## config.mk

```make
export PLATFORM = sky130hd
export DESIGN_NAME = fwd_hazard_unit
export DESIGN_NICKNAME = d
export VERILOG_FILES = /design/src/rtl/fwd_pkg.sv /design/src/rtl/fwd_src_match.sv /design/src/rtl/fwd_hazard_unit.sv
export SDC_FILE = /design/constraint.sdc
export NUM_CORES = 1
export LEC_CHECK = 0
export ABC_AREA = 1
export CORE_MARGIN = 2
export CORE_UTILIZATION = 43
export DETAILED_ROUTE_END_ITERATION = 10
export GPL_ROUTABILITY_DRIVEN = 0
export GPL_TIMING_DRIVEN = 0
export PLACE_DENSITY = 0.7
export SLEW_MARGIN = 20
export SYNTH_ARGS = -nofsm -noshare
export SYNTH_HDL_FRONTEND = slang
export SYNTH_SLANG_ARGS = --single-unit
```

## constraint.sdc

```tcl
create_clock -name clk -period 1.4 [get_ports clk]
set_input_delay 0.28 -clock clk [delete_from_list [all_inputs] [get_ports clk]]
set_output_delay 0.28 -clock clk [all_outputs]
set_load 0.01 [all_outputs]
```

## src/rtl/fwd_pkg.sv

```systemverilog
// Shared constants and helpers for the EX forwarding / load-use hazard unit.
// A tracked pipeline entry is packed as {rd, wr, load, valid}, with valid in bit 0.
package fwd_pkg;

  // Select value meaning "take the operand from the register file".
  localparam int FWD_SEL_RF = 0;

  // Bit offsets inside a packed stage entry.
  localparam int ENT_VALID = 0;
  localparam int ENT_LOAD  = 1;
  localparam int ENT_WR    = 2;
  localparam int ENT_RD    = 3;

  // Width of one packed stage entry for a given register address width.
  function automatic int ent_w(input int addr_w);
    return addr_w + ENT_RD;
  endfunction

  // Width of one per-source forward select: values 0..depth.
  function automatic int sel_w(input int depth);
    return $clog2(depth + 1);
  endfunction

  // Parameter legality: a load must become forwardable before it leaves the chain.
  function automatic bit cfg_legal(input int num_src, input int depth, input int load_lat);
    return (num_src >= 1) && (num_src <= 3) &&
           (depth >= 1) && (depth <= 6) &&
           (load_lat >= 0) && (load_lat < depth);
  endfunction

endpackage

```

## src/rtl/fwd_src_match.sv

```systemverilog
// Priority forward select for one EX source operand.
// Scans the downstream stage vector and picks the youngest eligible producer.
module fwd_src_match
  import fwd_pkg::*;
#(
  parameter int REG_ADDR_W = 4,
  parameter int FWD_DEPTH  = 2,
  parameter int LOAD_LAT   = 1
) (
  input  logic [REG_ADDR_W-1:0]                  rs,
  input  logic                                   rs_used,
  input  logic                                   slot_valid,
  input  logic [FWD_DEPTH*ent_w(REG_ADDR_W)-1:0] stages,
  output logic [sel_w(FWD_DEPTH)-1:0]            sel
);

  localparam int EW    = ent_w(REG_ADDR_W);
  localparam int SEL_W = sel_w(FWD_DEPTH);

  logic [EW-1:0]         ent;
  logic [REG_ADDR_W-1:0] ent_rd;

  // Walk oldest to youngest so the youngest matching producer has the last word.
  always_comb begin
    sel    = SEL_W'(FWD_SEL_RF);
    ent    = '0;
    ent_rd = '0;
    for (int d = FWD_DEPTH; d >= 1; d--) begin
      ent    = stages[(d-1)*EW +: EW];
      ent_rd = ent[ENT_RD +: REG_ADDR_W];
      if (slot_valid && rs_used && ent[ENT_VALID] && ent[ENT_WR] &&
          (ent_rd != '0) && (ent_rd == rs) &&
          !(ent[ENT_LOAD] && (d <= LOAD_LAT)))
        sel = SEL_W'(FWD_DEPTH + 1 - d);
    end
  end

endmodule

```

## src/rtl/fwd_hazard_unit.sv

```systemverilog
// EX operand forwarding and load-use stall generation.
// Tracks the ID/EX slot plus FWD_DEPTH downstream stages internally.
// Optional statistics counters are enabled with the FWD_HAZARD_STATS_EN macro.
module fwd_hazard_unit
  import fwd_pkg::*;
#(
  parameter int REG_ADDR_W = 4,
  parameter int NUM_SRC    = 2,
  parameter int FWD_DEPTH  = 2,
  parameter int LOAD_LAT   = 1
) (
  input  logic                                clk,
  input  logic                                rst_n,
  input  logic                                id_valid,
  input  logic [NUM_SRC*REG_ADDR_W-1:0]       id_rs,
  input  logic [NUM_SRC-1:0]                  id_rs_used,
  input  logic [REG_ADDR_W-1:0]               id_rd,
  input  logic                                id_reg_write,
  input  logic                                id_is_load,
  input  logic                                flush,
  input  logic                                hold,
  output logic                                stall,
  output logic [NUM_SRC*sel_w(FWD_DEPTH)-1:0] fwd_sel
`ifdef FWD_HAZARD_STATS_EN
  ,
  output logic [31:0]                         stat_stall_cycles,
  output logic [31:0]                         stat_fwd_events
`endif
);

  localparam int  EW        = ent_w(REG_ADDR_W);
  localparam int  SEL_W     = sel_w(FWD_DEPTH);
  localparam int  CHW       = FWD_DEPTH * EW;
  localparam bit  CFG_LEGAL = cfg_legal(NUM_SRC, FWD_DEPTH, LOAD_LAT);

  if (!CFG_LEGAL) begin : g_cfg_check
    $error("fwd_hazard_unit: illegal NUM_SRC/FWD_DEPTH/LOAD_LAT combination");
  end

  logic [NUM_SRC*REG_ADDR_W-1:0] slot_rs;
  logic [NUM_SRC-1:0]            slot_rs_used;
  logic [REG_ADDR_W-1:0]         slot_rd;
  logic                          slot_wr;
  logic                          slot_load;
  logic                          slot_valid;
  logic [EW-1:0]                 slot_ent;
  logic [CHW-1:0]                chain;       // S[k] at chain[(k-1)*EW +: EW]

  logic                          load_use;
  logic [REG_ADDR_W-1:0]         src_rs;
  logic [EW-1:0]                 ent;

  assign slot_ent = {slot_rd, slot_wr, slot_load, slot_valid};

  // Advance the tracking pipeline unless frozen; stalled/flushed/empty ID becomes a bubble.
  always_ff @(posedge clk or negedge rst_n) begin
    if (!rst_n) begin
      slot_rs      <= '0;
      slot_rs_used <= '0;
      slot_rd      <= '0;
      slot_wr      <= 1'b0;
      slot_load    <= 1'b0;
      slot_valid   <= 1'b0;
      chain        <= '0;
    end else if (!hold) begin
      chain <= (chain << EW) | CHW'(slot_ent);
      if (stall || flush || !id_valid) begin
        slot_rs      <= '0;
        slot_rs_used <= '0;
        slot_rd      <= '0;
        slot_wr      <= 1'b0;
        slot_load    <= 1'b0;
        slot_valid   <= 1'b0;
      end else begin
        slot_rs      <= id_rs;
        slot_rs_used <= id_rs_used;
        slot_rd      <= id_rd;
        slot_wr      <= id_reg_write;
        slot_load    <= id_is_load;
        slot_valid   <= 1'b1;
      end
    end
  end

  // Load-use: an ID source names a load that is still too young to forward from.
  always_comb begin
    load_use = 1'b0;
    src_rs   = '0;
    ent      = '0;
    for (int i = 0; i < NUM_SRC; i++) begin
      src_rs = id_rs[i*REG_ADDR_W +: REG_ADDR_W];
      if (id_rs_used[i] && (src_rs != '0)) begin
        if ((LOAD_LAT > 0) && slot_valid && slot_wr && slot_load && (slot_rd == src_rs))
          load_use = 1'b1;
        for (int k = 1; k <= FWD_DEPTH; k++) begin
          ent = chain[(k-1)*EW +: EW];
          if ((k < LOAD_LAT) && ent[ENT_VALID] && ent[ENT_WR] && ent[ENT_LOAD] &&
              (ent[ENT_RD +: REG_ADDR_W] == src_rs))
            load_use = 1'b1;
        end
      end
    end
  end

  // A flush already bubbles the slot, so it overrides the stall request.
  assign stall = id_valid & load_use & ~flush;

  for (genvar i = 0; i < NUM_SRC; i++) begin : g_src
    fwd_src_match #(
      .REG_ADDR_W (REG_ADDR_W),
      .FWD_DEPTH  (FWD_DEPTH),
      .LOAD_LAT   (LOAD_LAT)
    ) u_match (
      .rs         (slot_rs[i*REG_ADDR_W +: REG_ADDR_W]),
      .rs_used    (slot_rs_used[i]),
      .slot_valid (slot_valid),
      .stages     (chain),
      .sel        (fwd_sel[i*SEL_W +: SEL_W])
    );
  end

`ifdef FWD_HAZARD_STATS_EN
  logic [31:0] fwd_inc;

  // Number of sources currently taking a forwarded operand.
  always_comb begin
    fwd_inc = '0;
    for (int i = 0; i < NUM_SRC; i++)
      if (fwd_sel[i*SEL_W +: SEL_W] != '0)
        fwd_inc = fwd_inc + 32'd1;
  end

  // Saturating event counters; a frozen pipeline does not count.
  always_ff @(posedge clk or negedge rst_n) begin
    if (!rst_n) begin
      stat_stall_cycles <= '0;
      stat_fwd_events   <= '0;
    end else if (!hold) begin
      if (stall && !flush && (stat_stall_cycles != 32'hFFFF_FFFF))
        stat_stall_cycles <= stat_stall_cycles + 32'd1;
      if (stat_fwd_events > (32'hFFFF_FFFF - fwd_inc))
        stat_fwd_events <= 32'hFFFF_FFFF;
      else
        stat_fwd_events <= stat_fwd_events + fwd_inc;
    end
  end
`else
  // Statistics counters are not built in this configuration.
`endif

endmodule

```

Word level (Yosys, flattened, before mapping)
Index checks and enable logic that the tools add are counted.

Bits in latches: 0. RAM bits: 0. ROM bits: 0. Memories kept: 0. Input bits: 21. Output and inout port bits: 5. Word-level logic and storage cells: 65. Flip-flop bits (word level): 31.

$add $sub $neg: 0. Multiply operators: 0. $lt $le $gt $ge: 0. Equality and inequality tests: 6. Muxes and demuxes: 14. Shifts and indexed selects: 0. Div/mod/pow operators: 0. Bitwise operators: 4. Reduce and logical (&&, ||, !) cells: 34.

Operators by type and width (number): $logic_and A1 B1 Y1 (26); $eq A4 B4 Y1 (6); $reduce_bool A4 Y1 (4); $or A14 B7 Y14 (1); $mux W1 (9); $mux W8 (1); $mux W2 (3); $mux W4 (1); $and A1 B1 Y1 (2); $logic_not A1 Y1 (2); $logic_or A1 B1 Y1 (2); $not A1 Y1 (1).

Depth between registers and ports, before layout
Gate-level depths: netlist of run 1.

Word-level depth: 12. Gate-level depth with buffers: 10. Gate-level depth less buffers: 10.

Modules after synthesis
From an unflattened synthesis of run 1, not the netlist that was laid out.

Cells, all modules: 277. Area total of the unflattened synthesis: 1818.0 µm².

By module, submodules not included: fwd_hazard_unit (instances 1, seq. area each 775.7 µm², cells each 175, area an instance 1415.1 µm²); fwd_src_match (instances 2, seq. area each 0.0 µm², cells each 51, area an instance 201.4 µm²).

Worst setup path before layout of run 1
OpenSTA, ideal clock, no wires.

Kind: register -> output. From: register chain[5]. To: output fwd_sel[2]. Data arrival time: 1.242 ns. Data required time: 1.120 ns. Stages on the path, launching flop included: 4. Path buffers: 0. Path slack: -0.122 ns. Path through: dfrtp_1 xor2_1 nor4_1 nor2_1.

Word-level cells in the longest chain between the ends: 5. Elaborated cells on any way between the ends: 6. Classes of those cells: eq/ne: 1; mux: 1; reduce/logical: 4.

Ends and longest elaborated chain: from (decl) (RTL line fwd_hazard_unit.sv:47) `logic [CHW-1:0] chain;`; from (signal assigned) (RTL line fwd_hazard_unit.sv:66) `chain <= (chain << EW) | CHW'(slot_ent);`; $reduce_bool A4 Y1 (RTL line fwd_src_match.sv:32) `(ent_rd != '0) && (ent_rd == rs) &&`; $logic_and A1 B1 Y1 (RTL line fwd_src_match.sv:31) `if (slot_valid && rs_used && ent[ENT_VALID] && ent[ENT_WR] &&`; $logic_and A1 B1 Y1 * (2 in a row) (RTL line fwd_src_match.sv:32); $mux W2 * (RTL line fwd_src_match.sv:31); to (decl) (RTL line fwd_hazard_unit.sv:23) `output logic [NUM_SRC*sel_w(FWD_DEPTH)-1:0] fwd_sel`.

Mark *: on every way between the ends. The rest lies on a longest branch, timed or not.

Final worst setup path of run 1
From: register slot_rd[2]. To: output stall.

Word-level cells in the longest chain between the ends: 8. Elaborated cells on any way between the ends: 10. Classes of those cells: eq/ne: 2; mux: 4; bitwise: 2; reduce/logical: 2.

Ends and longest elaborated chain: from (decl) (RTL line fwd_hazard_unit.sv:42) `logic [REG_ADDR_W-1:0] slot_rd;`; from (signal assigned) (RTL line fwd_hazard_unit.sv:77) `slot_rd <= id_rd;`; $eq A4 B4 Y1 (RTL line fwd_hazard_unit.sv:93) `if ((LOAD_LAT > 0) && slot_valid && slot_wr && slot_load && (slot_rd == src_rs))`; $logic_and A1 B1 Y1 (RTL line fwd_hazard_unit.sv:93); $mux W1 (RTL line fwd_hazard_unit.sv:93); $mux W1 (RTL line fwd_hazard_unit.sv:92) `if (id_rs_used[i] && (src_rs != '0)) begin`; $mux W1 (RTL line fwd_hazard_unit.sv:93); $mux W1 * (RTL line fwd_hazard_unit.sv:92); $and A1 B1 Y1 * (2 in a row) (RTL line fwd_hazard_unit.sv:106) `assign stall = id_valid & load_use & ~flush;`; to (decl) (RTL line fwd_hazard_unit.sv:22) `output logic stall,`.

Marked as above.

==> results of run 1 <==
[kinds of logic (layout without fill, tap and decap cells)]
kind of cell    Yosys count  in the layout  synth area share [%]
simple gates            117            117                 33.41
flops                    30             30                 44.64
buf+inv                  27             74                 7.217
compound gates           18             18                 5.728
xor+xnor                 16             16                 8.333
mux                       1              1                0.6696
[stage by stage]
step,TNS (ns),hold slack [ns],instances
3_3_place_gp,-21.61,0.4626,281
5_1_grt,-7.529,0.08186,304
4_1_cts,-4.313,0.04715,298
2_1_floorplan,-0.007238,-0.01559,209
6_report,-5.780,0.02536,304
3_5_place_dp,-8.167,0.3499,281
[critical path, stage by stage (launching register included)]
cell,delay [ns]
dfrtp_1,0.42
inv_1,0.07
nand2_1,0.08
nand2_2,0.06
nor3_4,0.20
nand2_4,0.07
nand2_1,0.06
nand2_1,0.06
nor2_2,0.07
buf_2,0.13
[repair_timing]
item                                    4_1_cts  5_1_grt
cloned                                        0        1
hold buffers                                  0        0
setup buffers                                10        5
resized for setup                            34       15
endpoints found under the setup margin       15       22
pin swaps                                    16       15
[cells in the mapped netlist]
cell type / number / area share, %
a21boi_2: 1 / 0.67
a21oi_1: 3 / 0.89
buf_1: 3 / 0.67
buf_2: 1 / 0.30
buf_4: 1 / 0.45
buf_6: 2 / 1.3
clkbuf_1: 1 / 0.22
dfrtp_1: 30 / 45
inv_1: 17 / 3.8
inv_2: 2 / 0.45
mux2_2: 1 / 0.67
nand2_1: 67 / 15
nand2_2: 1 / 0.37
nand2_4: 1 / 0.67
nand3_1: 5 / 1.5
nand3_2: 1 / 0.60
nand4_1: 17 / 6.3
nand4_4: 1 / 1.3
nor2_1: 14 / 3.1
nor2_2: 1 / 0.37
nor3_1: 6 / 1.8
nor3_4: 1 / 0.97
nor3b_4: 1 / 1.1
nor4_1: 1 / 0.37
o21ai_0: 11 / 3.3
o21ai_1: 3 / 0.89
xnor2_1: 10 / 5.2
xor2_1: 6 / 3.1
[power by group through the flow]
stage                     combinational [mW]  clock [mW]  sequential, mW
after floorplan                        0.200           0           0.987
after CTS                              0.334       0.658           0.984
after global routing                   0.408       0.690           0.999
after detailed placement               0.315           0            1.00
final                                  0.360       0.642           0.990
after global placement                 0.311           0            1.00
[state kept, by name, indices dropped and copies added, names as in the netlist]
name / count
slot_rs: 8
chain: 13
slot_wr: 1
slot_load: 1
slot_valid: 1
slot_rd: 4
slot_rs_used: 2
[how the worst max path moves through the flow]
| stage | slack, ns | start | to |
|---|---|---|---|
| after floorplan | -0.007 | chain[1]$_DFFE_PN0N_ | fwd_sel[0] |
| final | -0.37 | slot_rd[2]$_DFFE_PN0N_ | stall |
| after CTS | -0.39 | slot_rd[2]$_DFFE_PN0N_ | stall |
| after global routing | -0.48 | slot_rd[2]$_DFFE_PN0N_ | stall |
| after global placement | -0.95 | id_rs[5] | stall |
| after detailed placement | -0.99 | id_rs[5] | stall |
[layer usage]
layer	GRT usage, %	part of all wire [%]	vias to the layer above	wire length (um)
met2	31.62	47	37	1886
met1	27.39	47	694	1873
li1	-	-	769	-
met4	6.888	1.3	0	51
met3	4.392	4.0	6	159
met5	0	0	-	0
[cell type report]
type	instances	share of cell area (%)
Buffer	8	2.398
Clock buffer	5	3.067
Clock inverter	2	0.4462
Inverter	19	3.179
Multi-Input combinational cell	152	38.71
Sequential cell	30	33.58
Tap cell	48	2.677
Timing Repair Buffer	40	15.95
==> impl_metrics.csv, run 1 <==
group,metric,value,unit
power,swShare,28.38,%
synthesis,ys_types,28,
min_path,hold_path.class,"in -> async",
cells_and_area,seq_area,753.2,um2
clock_network,clk_path_buf_depth,2,
setup_path,ff2ff_path_depth,10,
floorplan,initial_core_util,45.25,%
timing,tightestPinTransition,0.6669,ns
cells_and_area,multi_input_area,868.3,um2
setup_path,crit_arrival,1.49,ns
cells_and_area,final_common_cell,"nand2_1",
timing,hold_violations,0,
status,outcome,"finished, violations left",
flow_run,drv_cap,0,
cells_and_area,final_cell_mix,"nand2_1 (64), dfrtp_1 (28), nand4_1 (17), inv_1 (14)",
power,p_comb_share,18.1,%
route,drtAntennaViolNets,0,
synthesis,syn_nets,230,
cells_and_area,fin_util,60.37,%
clock_network,cts.htree.levels,2,
timing,clock_skew,0.007378,ns
floorplan,io_pins,26,
synthesis,yosysSeqAreaShare,44.64,%
setup_path,r2r-start,"slot_rd[2]$_DFFE_PN0N_",
power,p_leak,1.129,nW
clock_network,cts.sinks,30,
power,pwr-share-seq,49.7,%
placement,dp_slack,-0.9880,ns
setup_path,startpoint_type,"register",
setup_path,r2r_end,"slot_rs[0]$_DFFE_PN0N_",
route,drt_first_iter_violations,89,
clock_network,root_buffer,"clkbuf_8",
clock_network,clkTransAtPathRegs,0.07,ns
power,intPower,1.427,mW
setup_path,reg2reg_slack,-0.34,ns
timing,fmax,563.6,MHz
grt,grt-ovfl-total,0,
synthesis,ys_ff_latch,30,
timing,min_period,1.774,ns
floorplan,core_area,0.003716,mm2
setup_path,path_class,"reg -> out",
timing,rsz0062_at_grt,"true",
power,power_density,888.0,mW/mm2
clock_network,cts_tree,"done",
cells_and_area,area_delta_synth_final,33.41,%
cells_and_area,num-fill-cells,349,
setup_path,cp_max_fo,4,
route,route.detailed.drc,0,
route,vias_per_cell,4.954,
placement,place.port_buffers,24,
placement,hpwl,2751,um
grt,grt_max_degree,31,
power,switching_power,0.5655,mW
route,vias,1506,
grt,grt_pass1_wl,6617,um
floorplan,die_w,66.54,um
route,firstDrtPassIters,4,
cells_and_area,drive_gt1_share,23.44,%
status,violations,"negative setup slack",
floorplan,die_y,66.54,um
placement,dpl-instance-area,0.001986,mm2
power,clock_power_share,32.2,%
floorplan,dieArea,0.004427,mm2
synthesis,syn_inst,209,
grt,global_route.usage.total,20.10,%
timing,maxSlewHeadroom,55.54,%
timing,slew_violations,0,
grt,antenna_found_initial,0,
power,vdd_drop_max,0.4771,mV
cells_and_area,fin_area,0.002243,mm2
synthesis,synth_area,0.001682,mm2
timing,setup-violations-final,22,
setup_path,end_kind,"output port",
grt,grt_pass1_vias,1485,
clock_network,cts_buffers,5,
power,power,1.992,mW
timing,worst_slack,-0.3745,ns
synthesis,yosysWarningCount,0,
timing,post-route-period-util,126.7,%
clock_network,insertion_delay,0.28,ns
route,routedWlPerCell,13.06,um
floorplan,fp-row-count,22,
setup_path,crit_required,1.12,ns
synthesis,syn_area_per_cell,8.046,um2
cells_and_area,nets,277,
route,drt_wl_total,3971,um
cells_and_area,antenna_cells,0,
No activity file was read; power rests on OpenSTA's default activity.
==> run 2, diff against run 1 <==
--- a/config.mk
+++ b/config.mk
@@ -6,7 +6,7 @@
 export NUM_CORES = 1
 export LEC_CHECK = 0
 export ABC_AREA = 1
-export CORE_MARGIN = 2
+export CORE_MARGIN = 1
 export CORE_UTILIZATION = 43
 export DETAILED_ROUTE_END_ITERATION = 10
 export GPL_ROUTABILITY_DRIVEN = 0
==> run 2 against run 1 <==
  * The flow still finishes with violations (negative setup slack)
  * Power increased by 4.2%
  * Sequential power barely moved
  * Sequential share of layout area is essentially flat
  * Non-clock buffer count decreased by 1
  * Worst setup slack better by 0.025 ns
  * Clock skew fell by 0.0012 ns
  * First-iteration DRC count decreased by 51%
  * Clock-buffer cell count increased by 2
  * Critical path type unchanged
  * Largest power group unchanged
==> impl_metrics.csv, run 2 (synthesis results as in run 1) <==
group,metric,value,unit
status,outcome,"finished, violations left",
status,violations,"negative setup slack",
setup_path,crit_buf_inv,2,
grt,grt_max_degree,31,
power,p_comb_share,17.6,%
timing,rsz0062_at_grt,"true",
timing,tightestPinTransition,0.6817,ns
setup_path,cpLargestDelayFamily,"flip-flops",
route,vias_per_cell,5.076,
timing,timing.hold.ws,0.02942,ns
route,drt_wl_total,4040,um
timing,hold_violations,0,
setup_path,end_kind,"output port",
route,dr_wl_met3,186,um
floorplan,core_area,0.003716,mm2
power,power_density,927.5,mW/mm2
route,vias,1543,
power,vdd_drop_max,0.4891,mV
grt,grt-ovfl-total,0,
setup_path,critPathCapture,"fwd_sel[2]",
cells_and_area,area_delta_synth_final,33.11,%
floorplan,initial_core_util,45.25,%
cells_and_area,largest_reg_flops,13,
clock_network,root_buffer,"clkbuf_8",
cells_and_area,antenna_cells,0,
min_path,hold_path.class,"in -> async",
route,wl_met2,1953,um
clock_network,clk_path_buf_depth,2,
route,drt-met1-wl,1825,um
clock_network,cts_buffers,5,
route,drtAntennaViolNets,0,
floorplan,fp-row-count,22,
placement,hpwl,2725,um
grt,global_route.usage.total,20.64,%
timing,min_period,1.750,ns
setup_path,startpoint_type,"register",
timing,fmax,571.5,MHz
setup_path,crit_path_top_delay_cell,"dfrtp_1",
route,top_signal_layer_used,"met4",
cells_and_area,regMostFlops,"chain",
floorplan,io_pins,26,
clock_network,cts_hold_buffers,0,
setup_path,path_class,"reg -> out",
flow_run,drv_cap,0,
cells_and_area,top_regs,"chain (13), slot_rs (8), slot_rd (4)",
floorplan,die_w,64.54,um
setup_path,crit_required,1.12,ns
timing,worst_slack,-0.3498,ns
cells_and_area,final_common_cell,"nand2_1",
grt,grt_pass1_wl,6361,um
floorplan,die_y,64.54,um
route,routedWlPerCell,13.29,um
setup_path,cpPeakStageDelay,0.40,ns
clock_network,insertion_delay,0.28,ns
timing,post-route-period-util,125.0,%
power,switching_power,0.5791,mW
setup_path,critPathLaunch,"chain[10]$_DFFE_PN0N_",
clock_network,cts_tree,"done",
setup_path,worstSetupPathDepth,7,
cells_and_area,num-fill-cells,341,
cells_and_area,nets,276,
placement,place.port_buffers,24,
timing,setup-violations-final,17,
cells_and_area,fin_area,0.002238,mm2
power,pwr-share-seq,47.5,%
clock_network,cts.htree.levels,2,
timing,slew_violations,0,
grt,antenna_found_initial,0,
placement,dpl-instance-area,0.001986,mm2
cells_and_area,drive_gt1_share,23.05,%
power,swShare,27.89,%
setup_path,crit_arrival,1.47,ns
timing,maxSlewHeadroom,54.56,%
power,clock_power_share,34.9,%
placement,dp_slack,-0.9473,ns
setup_path,ff2ff_path_depth,10,
route,route.detailed.drc,0,
setup_path,r2r-start,"slot_rd[2]$_DFFE_PN0N_",
cells_and_area,final_cell_mix,"nand2_1 (65), dfrtp_1 (29), nand4_1 (17), nor2_1 (13), inv_1 (12)",
cells_and_area,fin_util,60.24,%
route,drt_first_iter_violations,44,
power,intPower,1.497,mW
setup_path,cp_max_fo,2,
clock_network,clkTransAtPathRegs,0.07,ns
setup_path,reg2reg_slack,-0.14,ns
timing,clock_skew,0.006138,ns
route,firstDrtPassIters,4,
grt,grt_pass1_vias,1399,
setup_path,cp_cell_sequence,"buf_6 -> xnor2_2 -> nand2_1 -> nor3_2 -> nand3_1 -> nor2_1 -> buf_2",
floorplan,dieArea,0.004165,mm2
power,p_leak,1.140,nW
setup_path,r2r_end,"slot_rs_used[0]$_DFFE_PN0N_",
clock_network,cts.sinks,30,
run 2: cell types whose count changed in the layout (fill, tap and decap cells not counted), sizes merged:
cell,change
clkinv,-1
buf,-1
dlygate4sd2,-1
clkbuf,+2
dlymetal6s2s,+1
run 2: worst register-to-register path: stages (launching register included):
cell and delay [ns]:
dfrtp_1 0.42, inv_1 0.07, nand2_1 0.07, nand2_2 0.06, nor3_4 0.19, nand2_4 0.07, buf_4 0.14, buf_8 0.13
clkbuf_16 0.15, nand4_1 0.08, nand2_1 0.06
run 2: through the flow:
step	TNS [ns]	power [mW]	std cells
4_1_cts	-2.010	2.069	300
6_report	-2.804	2.076	304
3_5_place_dp	-7.846	1.318	281
5_1_grt	-4.672	2.176	304
2_1_floorplan	-0.007238	1.187	209
3_3_place_gp	-22.00	1.311	281
run 2: worst min-delay path by stage:
stage / endpoint / depth (start not counted) / slack, ns / startpoint
final: slot_rs[1]$_DFFE_PN0N_ / 1 / 0.03 / rst_n
after global routing: slot_rs[1]$_DFFE_PN0N_ / 1 / 0.08 / rst_n
after CTS: slot_rs[1]$_DFFE_PN0N_ / 1 / 0.04 / rst_n
after detailed placement: slot_rs[1]$_DFFE_PN0N_ / 1 / 0.35 / rst_n
after global placement: slot_rs_used[0]$_DFFE_PN0N_ / 2 / 0.46 / slot_rs_used[0]$_DFFE_PN0N_
after floorplan: chain[0]$_DFFE_PN0N_ / 0 / -0.02 / rst_n
run 2: repair_timing:
item / in CTS / in global routing
endpoints found under the setup margin: 15 / 20
hold endpoints to repair: 0 / 0
setup buffers: 11 / 3
resized for setup: 32 / 16
pin swaps: 14 / 22
gates cloned: 0 / 1
run 2: final cells by class:
cell class	instances	area, um2	share of cell area (%)
sequential	30	752.0	33.59
buffer	8	53.80	2.404
timing repair buffer	39	354.1	15.82
inverter	19	71.32	3.186
clock inverter	1	5.005	0.2236
multi-input combinational	152	855.8	38.23
clock buffer	7	86.33	3.857
tap	48	60.06	2.683
run 2: per-layer routing:
metal | up-vias | GRT usage [%]
met3 | 7 | 4.930
li1 | 769 | -
met1 | 729 | 25.88
met4 | 0 | 8.611
met5 | - | 0
met2 | 38 | 33.95
run 2: power by group through the flow:
stage,registers [mW],logic (mW),clock network (mW)
finish,0.987,0.366,0.724
global route,0.994,0.408,0.774
CTS,0.982,0.354,0.734
detailed placement,1.00,0.315,0
global placement,1.00,0.310,0
floorplan,0.987,0.200,0
